File: src/rtl/pipe_mem_arb.sv
// Single-port memory arbiter sharing one fixed-latency memory between IF and MEM stages.
// Define PIPE_MEM_ARB_FAIR_EN to alternate winners under contention (default: fixed DM priority).
module pipe_mem_arb #(
  parameter int MEM_LAT = 2
) (
  input  logic        clk,
  input  logic        clrn,
  input  logic        if_req,
  input  logic [31:0] if_addr,
  output logic        if_gnt,
  output logic        if_rvalid,
  output logic [31:0] if_rdata,
  input  logic        dm_req,
  input  logic        dm_we,
  input  logic [31:0] dm_addr,
  input  logic [31:0] dm_wdata,
  output logic        dm_gnt,
  output logic        dm_rvalid,
  output logic [31:0] dm_rdata,
  output logic        mem_en,
  output logic        mem_we,
  output logic [31:0] mem_addr,
  output logic [31:0] mem_wdata,
  input  logic [31:0] mem_rdata,
  output logic        stall_if,
  output logic        stall_dm
);

  typedef enum logic [1:0] {IDLE, BUSY_IF, BUSY_DM} state_t;

  localparam logic [2:0] LAT = 3'(MEM_LAT);

  state_t     state, state_nxt;
  logic [2:0] cnt, cnt_nxt;
  logic       we_q, we_nxt;
  logic       done, rv_if, rv_dm, pend_if, pend_dm;
  logic       grant, pick_dm, gnt_if_w, gnt_dm_w;

  assign done  = (state != IDLE) && (cnt == 3'd1);
  assign rv_if = done && (state == BUSY_IF);
  assign rv_dm = done && (state == BUSY_DM);

  // A requester whose transaction completes this cycle is not asking for another one yet.
  assign pend_if = if_req && !rv_if;
  assign pend_dm = dm_req && !rv_dm;

`ifdef PIPE_MEM_ARB_FAIR_EN
  logic last_dm;

  always_ff @(posedge clk or negedge clrn) begin
    if (!clrn)         last_dm <= 1'b0;
    else if (gnt_dm_w) last_dm <= 1'b1;
    else if (gnt_if_w) last_dm <= 1'b0;
  end

  assign pick_dm = pend_dm && !(pend_if && last_dm);
`else
  assign pick_dm = pend_dm;
`endif

  // NOTE: clrn gates the combinational grant so every output reads 0 while reset is held.
  assign grant    = clrn && ((state == IDLE) || done) && (pend_if || pend_dm);
  assign gnt_dm_w = grant && pick_dm;
  assign gnt_if_w = grant && !pick_dm;

  // NOTE: sequential state uses non-blocking assignments so all registers update together.
  always_ff @(posedge clk or negedge clrn) begin
    if (!clrn) begin
      state <= IDLE;
      cnt   <= 3'd0;
      we_q  <= 1'b0;
    end else begin
      state <= state_nxt;
      cnt   <= cnt_nxt;
      we_q  <= we_nxt;
    end
  end

  // NOTE: defaults at the top of each always_comb keep every path assigned, so no latches.
  always_comb begin
    state_nxt = state;
    cnt_nxt   = cnt;
    we_nxt    = we_q;
    if (grant) begin
      state_nxt = gnt_dm_w ? BUSY_DM : BUSY_IF;
      cnt_nxt   = LAT;
      we_nxt    = gnt_dm_w && dm_we;
    end else if (done) begin
      state_nxt = IDLE;
      cnt_nxt   = 3'd0;
    end else if (state != IDLE) begin
      cnt_nxt = cnt - 3'd1;
    end
  end

  always_comb begin
    if_gnt    = gnt_if_w;
    dm_gnt    = gnt_dm_w;
    mem_en    = grant;
    mem_we    = 1'b0;
    mem_addr  = 32'h0;
    mem_wdata = 32'h0;
    if_rvalid = rv_if;
    dm_rvalid = rv_dm;
    if_rdata  = 32'h0;
    dm_rdata  = 32'h0;
    stall_if  = clrn && pend_if;
    stall_dm  = clrn && pend_dm;
    if (gnt_dm_w) begin
      mem_we    = dm_we;
      mem_addr  = dm_addr;
      mem_wdata = dm_wdata;
    end else if (gnt_if_w) begin
      mem_addr = if_addr;
    end
    if (rv_if)          if_rdata = mem_rdata;
    if (rv_dm && !we_q) dm_rdata = mem_rdata;
  end

endmodule

File: config.mk
export PLATFORM = sky130hd
export DESIGN_NAME = pipe_mem_arb
export DESIGN_NICKNAME = d
export VERILOG_FILES = /design/src/rtl/pipe_mem_arb.sv
export SDC_FILE = /design/constraint.sdc
export NUM_CORES = 1
export LEC_CHECK = 0
export ABC_AREA = 1
export CAP_MARGIN = 20
export CELL_PAD_IN_SITES_DETAIL_PLACEMENT = 0
export CELL_PAD_IN_SITES_GLOBAL_PLACEMENT = 1
export CORE_MARGIN = 2
export CORE_UTILIZATION = 11
export CTS_BUF_LIST = sky130_fd_sc_hd__clkbuf_16
export DETAILED_ROUTE_END_ITERATION = 12
export PLACE_DENSITY_LB_ADDON = 0.1
export RECOVER_POWER = 50
export SYNTH_ARGS = -nofsm -noshare
export SYNTH_HDL_FRONTEND = slang
export SYNTH_SLANG_ARGS = --single-unit
File: constraint.sdc
create_clock -name clk -period 2.02 [get_ports clk]
set_input_delay 0.404 -clock clk [delete_from_list [all_inputs] [get_ports clk]]
set_output_delay 0.404 -clock clk [all_outputs]
set_load 0.01 [all_outputs]
### After elaboration in Yosys (flattened, before gate mapping)

Index checks and enable logic that the tools add are counted.

| storage, ports and cells | value |
|---|---|
| bits in registers | 6 |
| output and inout port bits | 136 |
| word-level logic and storage cells | 42 |

| cells by class | value |
|---|---|
| add/subtract/negate cells | 1 |
| equality and inequality tests | 3 |
| muxes and demuxes | 12 |
| reduce and logical (&&, ||, !) cells | 23 |

Operators with widths:

| kind | count |
|---|---|
| $mux W32 | 5 |
| $logic_and A1 B1 Y1 | 13 |
| $mux W3 | 3 |
| $mux W2 | 3 |
| $logic_not A1 Y1 | 4 |
| $reduce_bool A2 Y1 | 2 |
| $eq A3 B1 Y1 const B | 1 |
| $reduce_bool A3 Y1 | 1 |
| $sub A3 B1 Y3 const B | 1 |
| $eq A2 B1 Y1 const B | 1 |
| $eq A2 B2 Y1 const B | 1 |
| $logic_not A2 Y1 | 1 |
| $logic_or A1 B1 Y1 | 2 |
| $mux W1 | 1 |

### Longest topological paths before layout

Gate-level depths: netlist of the first run.

| depth | value |
|---|---|
| word-level depth | 10 |
| depth in mapped cells | 10 |

### Worst setup path after synthesis of the first run

Ideal clock, no wire load.

| path | value |
|---|---|
| kind | register to output |
| start point | register cnt[1] |
| end point | output dm_rdata[10] |
| arrival time | 1.485 ns |
| required time | 1.616 ns |
| path slack | 0.131 ns |
| stages on the path, launching flop included | 10 |
| path buffers | 2 |
| cells stage by stage | dfrtp_1 > inv_1 > ha_1 > inv_1 > nor2_4 > nand2_2 > or2_1 > buf_2 > buf_6 > nor2_1 |

| between the ends | value |
|---|---|
| word-level cells in the longest chain between the ends | 5 |

RTL lines:

| what | RTL line | source |
|---|---|---|
| start, declared | 34 | `logic [2:0] cnt, cnt_nxt;` |
| start signal, assigned | 74 | `cnt <= cnt_nxt;` |
| $eq A3 B1 Y1 | 39 | `assign done = (state != IDLE) && (cnt == 3'd1);` |
| $logic_and A1 B1 Y1 | 39 |  |
| $logic_and A1 B1 Y1 | 41 | `assign rv_dm = done && (state == BUSY_DM);` |
| $logic_and A1 B1 Y1 | 117 | `if (rv_dm && !we_q) dm_rdata = mem_rdata;` |
| $mux W32 | 117 |  |
| end, declared | 19 | `output logic [31:0] dm_rdata,` |

No other way between the ends.

### Worst setup path in the final report of the first run

| path | value |
|---|---|
| start point | register cnt[1] |
| end point | output mem_wdata[17] |

| between the ends | value |
|---|---|
| word-level cells in the longest chain between the ends | 9 |
| elaborated cells on any way between the ends | 14 |

RTL lines:

| what | RTL line | source |
|---|---|---|
| $eq A3 B1 Y1 * | 39 |  |
| $logic_and A1 B1 Y1 * | 39 |  |
| $logic_and A1 B1 Y1, on equally long branches | 40, 41 |  |
| $logic_not A1 Y1, on equally long branches | 44, 45 |  |
| $logic_and A1 B1 Y1, on equally long branches | 44, 45 |  |
| $logic_or A1 B1 Y1 | 62 | `assign grant = clrn && ((state == IDLE) \|\| done) && (pend_if \|\| pend_dm);` |
| $logic_and A1 B1 Y1 | 62 |  |
| $logic_and A1 B1 Y1 * | 63 | `assign gnt_dm_w = grant && pick_dm;` |
| $mux W32 * | 109 | `if (gnt_dm_w) begin` |
| end, declared | 23 | `output logic [31:0] mem_wdata,` |

Mark *: on every way between the ends. The rest lies on a longest branch, timed or not.

==> summary.txt, run 1 <==
Critical path
  • R2R Path End: we_q
  • Crit path launch: cnt[1]
  • Worst setup path end: mem_wdata[17]
  • Startpoint type of the worst setup path: flip-flop
  • Start-to-end type of the worst setup path: reg2out
  • Required time of the worst setup path: 1.62 ns
  • Register-to-register path setup slack: 0.20 ns
  • CP endpoint kind: output port
  • Startpoint of the most critical register-to-register path: cnt[1]
  • Crit path arrival time: 2.04 ns
  • Depth of the worst register-to-register path: 14
  • Largest fanout on the critical path: 7

Power
  • Fraction of power consumed by sequential logic: 6.0%
  • Combinational Power Share: 85.7%
  • Total design power: 0.00388 W
  • Internal power: 0.00225 W
  • PwrDens: 650 nW/µm²
  • Switching portion of total power: 42.1%
  • Clock Power Share: 8.4%
  • P_leak: 3.12 nW
  • Max VDD drop: 0.357 mV
  • Psw: 0.00164 W

Job
  • Maximum capacitance violations: 0

STA
  • WHS: 0.361 ns
  • Setup slack of the critical path after layout: -0.421 ns
  • Fin Clk Skew: 0.000455 ns
  • Count of endpoints failing hold in the final timing report: 0
  • Finish-stage setup viols: 133
  • Tightest Pin Transition: 0.375 ns
  • Worst-case headroom to the max-slew limit: 74.9%
  • FMAX: 410 MHz
  • Max-slew violation count: 0
  • Share of the cycle needed by the critical path after routing: 121%
  • Setup repair after global routing missed its margin: true
  • Final period demand of the worst path: 2.44 ns

Logic synthesis
  • Largest family of logic cells by synthesized area: simple AND/OR/NAND/NOR gates
  • Fraction of synthesized cell area taken by the top area cell type: 23.7%
  • Number of synthesized register bits: 6
  • Distinct cell type count after synthesis: 19
  • Fraction of the mapped netlist area in compound gates: 0.940%
  • Share of synthesized area spent on multiplexers: 0%
  • Yosys warning total: 0
  • Xor and xnor area share after synthesis: 0.549%
  • Area share of and/or/nand/nor cells after synthesis: 60.7%
  • Cells taking the most area after synthesis: nor2_1 24%, nand2_1 19%, inv_1 19%
  • Post-Syn Area: 1600 µm²
  • Number of nets in the synthesized netlist: 476
  • Register area share after synthesis: 9.40%
  • Mean Syn Cell Area: 4.68 µm²
  • Cells after synthesis: 341
  • Library cell occupying the most area in the post-synthesis netlist: nor2_1
  • Synthesized-area fraction occupied by adder cells: 1.57%

Floorplanning
  • Die X-Extent: 124 µm
  • Initial standard-cell utilization of the core: 11.1%
  • Die span in y: 124 µm
  • Die area: 15500 µm²
  • # rows: 44
  • Area of the placeable core: 14400 µm²
  • Count of pins on the block boundary: 269

Drt
  • DRC: 0
  • Routed wire length per instance: 13.6 µm
  • Via count: 3416
  • 1st-pass router iterations: 4
  • DRC marker count from the first detailed-route iteration: 41
  • Final antenna-violating net count: 0
  • Total length of routed wires: 11900 µm
  • Vias/cell: 3.93

Layout
  • Count of antenna diodes in the layout: 0
  • Filler cell count in the final layout: 1470
  • Multi-input logic area: 1580 µm²
  • Area growth, synth to finish: 275%
  • Number of nets in the layout: 823
  • Layout cell share with drive strength beyond 1: 50.1%
  • Sequential cell area: 150 µm²

Clocking
  • CTS tree: yes
  • CTS Root Cell: clkbuf_16
  • Max Buffers Root-to-Sink: 2
  • Clock buffers created by TritonCTS: 3
  • Clock sink count: 6
  • Clock input transition at the sequential cells of the worst setup and hold paths: 0.03 ns
  • Clock network latency to the later pin of the worst-skew pair: 0.23 ns
  • CTS Hold Bufs: 0
  • H-tree level count: 1

Global routing
  • Via count of the first global-routing pass: 3319
  • Wire length of the first global-routing pass: 17400 µm
  • GRT Residual Overflow: 0
  • GRT Overall Usage: 13.8%
  • Number of antenna violations at the first check in global routing: 0
  • Largest net degree at the start of global routing: 26

Min path
  • Worst Hold Class: in2async

Outcome
  • Status: finished, violations left
  • Violated checks: negative setup slack

Placed design
  • Number of I/O port buffers: 268
  • Setup WS pre-CTS: -0.601 ns
  • Gp weighted congestion: 0.812
  • Final HPWL from detailed placement: 7940 µm
metrics by stage:
| step | cells | util, % | TNS, ns | instance area (µm²) |
|---|---|---|---|---|
| final | 870 | 41.6 | -40.94 | 5980 |
| after global routing | 870 | 41.6 | -53.53 | 5980 |
| after CTS | 853 | 35.1 | -36.54 | 5040 |
| after detailed placement | 799 | 32.6 | -57.22 | 4680 |
| after global placement | 799 | 32.6 | -56.35 | 4680 |
| after floorplan | 341 | - | 0 | 1600 |
critical path, stage by stage, from the launching register on:
cell and delay (ns):
dfrtp_1 0.38, inv_2 0.08, ha_4 0.13, inv_2 0.04, nor2_4 0.17, buf_6 0.13, nor2_4 0.04, nor2_4 0.11
buf_12 0.13, buf_12 0.12, buf_8 0.11, inv_8 0.05, buf_6 0.11, nor2_2 0.06, buf_2 0.13
flip-flops by register name, summed over array words and instances (netlist names):
signal / cells
cnt: 3
we_q: 1
state: 2
power by group through the flow:
stage               logic (W)  clock network (W)  registers (W)
finish                0.00333           0.000325       0.000232
detailed placement    0.00222                  0       0.000225
global route          0.00357           0.000341       0.000244
CTS                   0.00276           0.000330       0.000231
global placement      0.00223                  0       0.000223
floorplan            0.000911                  0       0.000221
cell families (layout without fill, tap and decap cells):
kind of cell	Yosys count	after routing
and+or+nand+nor	226	226
buffers and inverters	103	448
DFF	6	6
AOI/OAI and AO/OA	3	3
adders and majority gates	2	2
xor gates and xnor gates	1	1
timing repair:
action                     in CTS  in global routing
buffers inserted               44                 20
gates cloned                    8                  1
gates resized for setup       659                193
setup endpoints to repair     136                135
pin swaps                       5                 14
worst min-delay path by stage:
stage	startpoint	to	slack, ns	depth (start not counted)
global placement	we_q	we_q	0.45	2
global route	clrn	state[0]	0.38	2
CTS	clrn	state[0]	0.35	2
finish	clrn	we_q	0.36	2
floorplan	clrn	cnt[0]	0.11	0
detailed placement	we_q	we_q	0.47	2
placed cells by master (no fill, tap or decap), drive strengths merged:
master	count
dfrtp	6
nand3	2
o21ai	2
nand4	34
nor2	106
buf	225
a21oi	1
clkdlybuf4s50	131
inv	83
nand2	83
dlygate4sd2	2
ha	2
clkbuf	7
or2	1
xor2	1
layout make-up:
cell class	count	share of cell area, %
Timing Repair Buffer	362	60.0
Multi-Input combinational cell	232	26.5
Inverter	81	5.44
Tap cell	184	3.85
Sequential cell	6	2.51
Clock buffer	3	1.26
Timing Repair inverter	2	0.523
synth_stat cells:
cell      number
a21oi_1        1
buf_2         16
buf_6          3
clkbuf_1       3
dfrtp_1        6
ha_1           2
inv_1         79
inv_2          2
nand2_1       82
nand2_2        1
nand3_1        1
nand3_2        1
nand4_1       34
nor2_1       101
nor2_2         3
nor2_4         2
o21ai_0        2
or2_1          1
xor2_1         1
routing by layer:
layer | wire [µm] | GRT usage (%) | up-vias
met1 | 4300 | 15.0 | 1572
met3 | 680 | 2.45 | 8
met2 | 6750 | 27.6 | 138
met5 | 0 | 0 | -
met4 | 121 | 2.58 | 0
li1 | - | - | 1698
Power figures use the tool's default switching activity.
==> run 2, diff against run 1 <==
--- a/config.mk
+++ b/config.mk
@@ -9,10 +9,10 @@
 export CAP_MARGIN = 20
 export CELL_PAD_IN_SITES_DETAIL_PLACEMENT = 0
 export CELL_PAD_IN_SITES_GLOBAL_PLACEMENT = 1
-export CORE_MARGIN = 2
 export CORE_UTILIZATION = 11
 export CTS_BUF_LIST = sky130_fd_sc_hd__clkbuf_16
 export DETAILED_ROUTE_END_ITERATION = 12
+export GPL_ROUTABILITY_DRIVEN = 0
 export PLACE_DENSITY_LB_ADDON = 0.1
 export RECOVER_POWER = 50
 export SYNTH_ARGS = -nofsm -noshare
==> run 2 against run 1 <==
Non-clock buffer count down 33. The run still ends with negative setup slack left. Register-to-register slack better by 0.10 ns. Clock power shrank 2%. Total power down 9.7%. Clock skew is 0.0015 ns higher. Hold slack better by 0.11 ns.
==> summary.txt, run 2 (synthesis results as in run 1) <==
Power
  • PwrDens: 649 nW/µm²
  • Max VDD drop: 0.349 mV
  • Total design power: 0.00351 W
  • P_leak: 2.91 nW

Layout
  • Register with the most flip-flops: cnt
  • Area growth, synth to finish: 239%
  • Number of nets in the layout: 788
  • Max reg flops: 3
  • Count of antenna diodes in the layout: 0
  • Sequential cell area: 150 µm²
  • Final cell count without fillers: 831
  • Layout cell share with drive strength beyond 1: 49.6%
  • Leading cell type in the layout, fill and taps excluded: clkdlybuf4s50_1
  • Filler cell count in the final layout: 1531
  • Most frequent cells in the layout: 131 x clkdlybuf4s50_1, 96 x buf_2, 73 x inv_1, 53 x nand2_1, 51 x nor2_2
  • Largest regs: cnt x3, state x2, we_q x1
  • Multi-input logic area: 1550 µm²

Global routing
  • Met2 GRT Util: 26.7%
  • Most utilized layer in the global route result: met2
  • Number of antenna violations at the first check in global routing: 0
  • Via count of the first global-routing pass: 3091
  • Largest net degree at the start of global routing: 21
  • GRT Residual Overflow: 0
  • GRT Overall Usage: 13.4%
  • Met3 GRT Util: 2.83%
  • Wire length of the first global-routing pass: 15800 µm
  • Met1 layer usage reported by global route: 14.5%

Outcome
  • Violated checks: negative setup slack
  • Status: finished, violations left

STA
  • Fin Clk Skew: 0.00193 ns
  • Count of endpoints failing hold in the final timing report: 0
  • Tightest Pin Transition: 0.417 ns
  • Final-layout setup total negative slack: -29.13 ns
  • Finish-stage setup viols: 124
  • Setup slack of the critical path after layout: -0.309 ns
  • Max-slew violation count: 0
  • Worst-case headroom to the max-slew limit: 72.2%
  • Final period demand of the worst path: 2.33 ns
  • FMAX: 429 MHz
  • Share of the cycle needed by the critical path after routing: 115%
  • WHS: 0.474 ns
  • Setup repair after global routing missed its margin: true

Clocking
  • H-tree level count: 1
  • Clock input transition at the sequential cells of the worst setup and hold paths: 0.03 ns
  • Clock buffers created by TritonCTS: 3
  • Clock network latency to the later pin of the worst-skew pair: 0.23 ns
  • Clock sink count: 6
  • CTS Root Cell: clkbuf_16
  • Max Buffers Root-to-Sink: 2
  • CTS tree: yes

Drt
  • Via count: 3231
  • Total length of routed wires: 11400 µm
  • 1st-pass router iterations: 4
  • Routed wire length per instance: 13.7 µm
  • DRC marker count from the first detailed-route iteration: 33
  • Vias/cell: 3.89
  • DRC: 0
  • Final antenna-violating net count: 0

Placed design
  • Setup WS pre-CTS: -0.556 ns
  • Number of I/O port buffers: 268
  • Number of placed instances, taps included: 794
  • Final HPWL from detailed placement: 7780 µm

Min path
  • Worst Hold Class: reg2reg

Critical path
  • Startpoint type of the worst setup path: flip-flop
  • CP endpoint kind: output port
  • Crit path arrival time: 1.92 ns
  • Start-to-end type of the worst setup path: reg2out
  • Largest fanout on the critical path: 8
  • Required time of the worst setup path: 1.62 ns

Floorplanning
  • Area of the placeable core: 14000 µm²
  • Die area: 15000 µm²
  • Count of pins on the block boundary: 269
  • Die X-Extent: 122 µm
  • # rows: 43
  • Die span in y: 122 µm
  • Initial standard-cell utilization of the core: 11.4%

Job
  • Maximum capacitance violations: 0
## run 2: cell count changes in the layout (fill, tap and decap cells not counted), moves of 5 or more
cell	previous run	this run
buf_6	92	50
nor2_2	21	51
buf_2	74	96
nor2_4	52	32
buf_8	11	1
nor2_1	33	23
clkbuf_16	4	9
## run 2: final cells by class
class,instances,area share (%)
Tap cell,180,4.16
Timing Repair Buffer,329,57.1
Multi-Input combinational cell,232,28.7
Clock buffer,3,1.39
Inverter,81,5.85
Sequential cell,6,2.78
## run 2: final timing paths
check,slack [ns],to,from,cells after the start
setup / recovery,-0.31,mem_wdata[20],cnt[0],12
hold / removal,0.47,we_q,we_q,2
setup reg to reg,0.30,state[1],cnt[1],12
hold reg to reg,0.47,we_q,we_q,2
max in group asynchronous,0.98,state[1],clrn,2
min in group asynchronous,0.75,cnt[1],clrn,2
## run 2: critical path, stage by stage (launching register included)
cell	delay [ns]
dfrtp_1	0.40
ha_4	0.19
inv_4	0.05
nor2_4	0.03
buf_6	0.13
nand2_8	0.10
nand3_4	0.08
nor2_4	0.15
buf_6	0.13
inv_8	0.05
buf_12	0.14
nor2_2	0.09
buf_2	0.13
## run 2: report_power, final
part / internal [W] / switching (W)
Clock: 0.000254 / 0.0000663
Combinational: 0.00153 / 0.00142
Sequential: 0.000180 / 0.0000502
## run 2: routing by layer
layer	wire length, µm	up-vias
met5	0	-
met4	103	0
met3	882	9
met2	6340	146
met1	4100	1451
li1	-	1625
## run 2: through the flow
step	utilization, %	area (µm²)
2_1_floorplan	-	1600
3_3_place_gp	33.1	4640
3_5_place_dp	33.1	4640
4_1_cts	34.6	4850
5_1_grt	38.5	5410
6_report	38.5	5410
## run 2: repair_timing
| action | CTS | global route |
|---|---|---|
| pin swaps | 8 | 25 |
| buffers inserted | 16 | 8 |
| endpoints found under the setup margin | 136 | 135 |
| resized for setup | 601 | 190 |
| endpoints found under the hold margin | 0 | 0 |
| gates cloned | 8 | 7 |
| hold buffers | 0 | 0 |
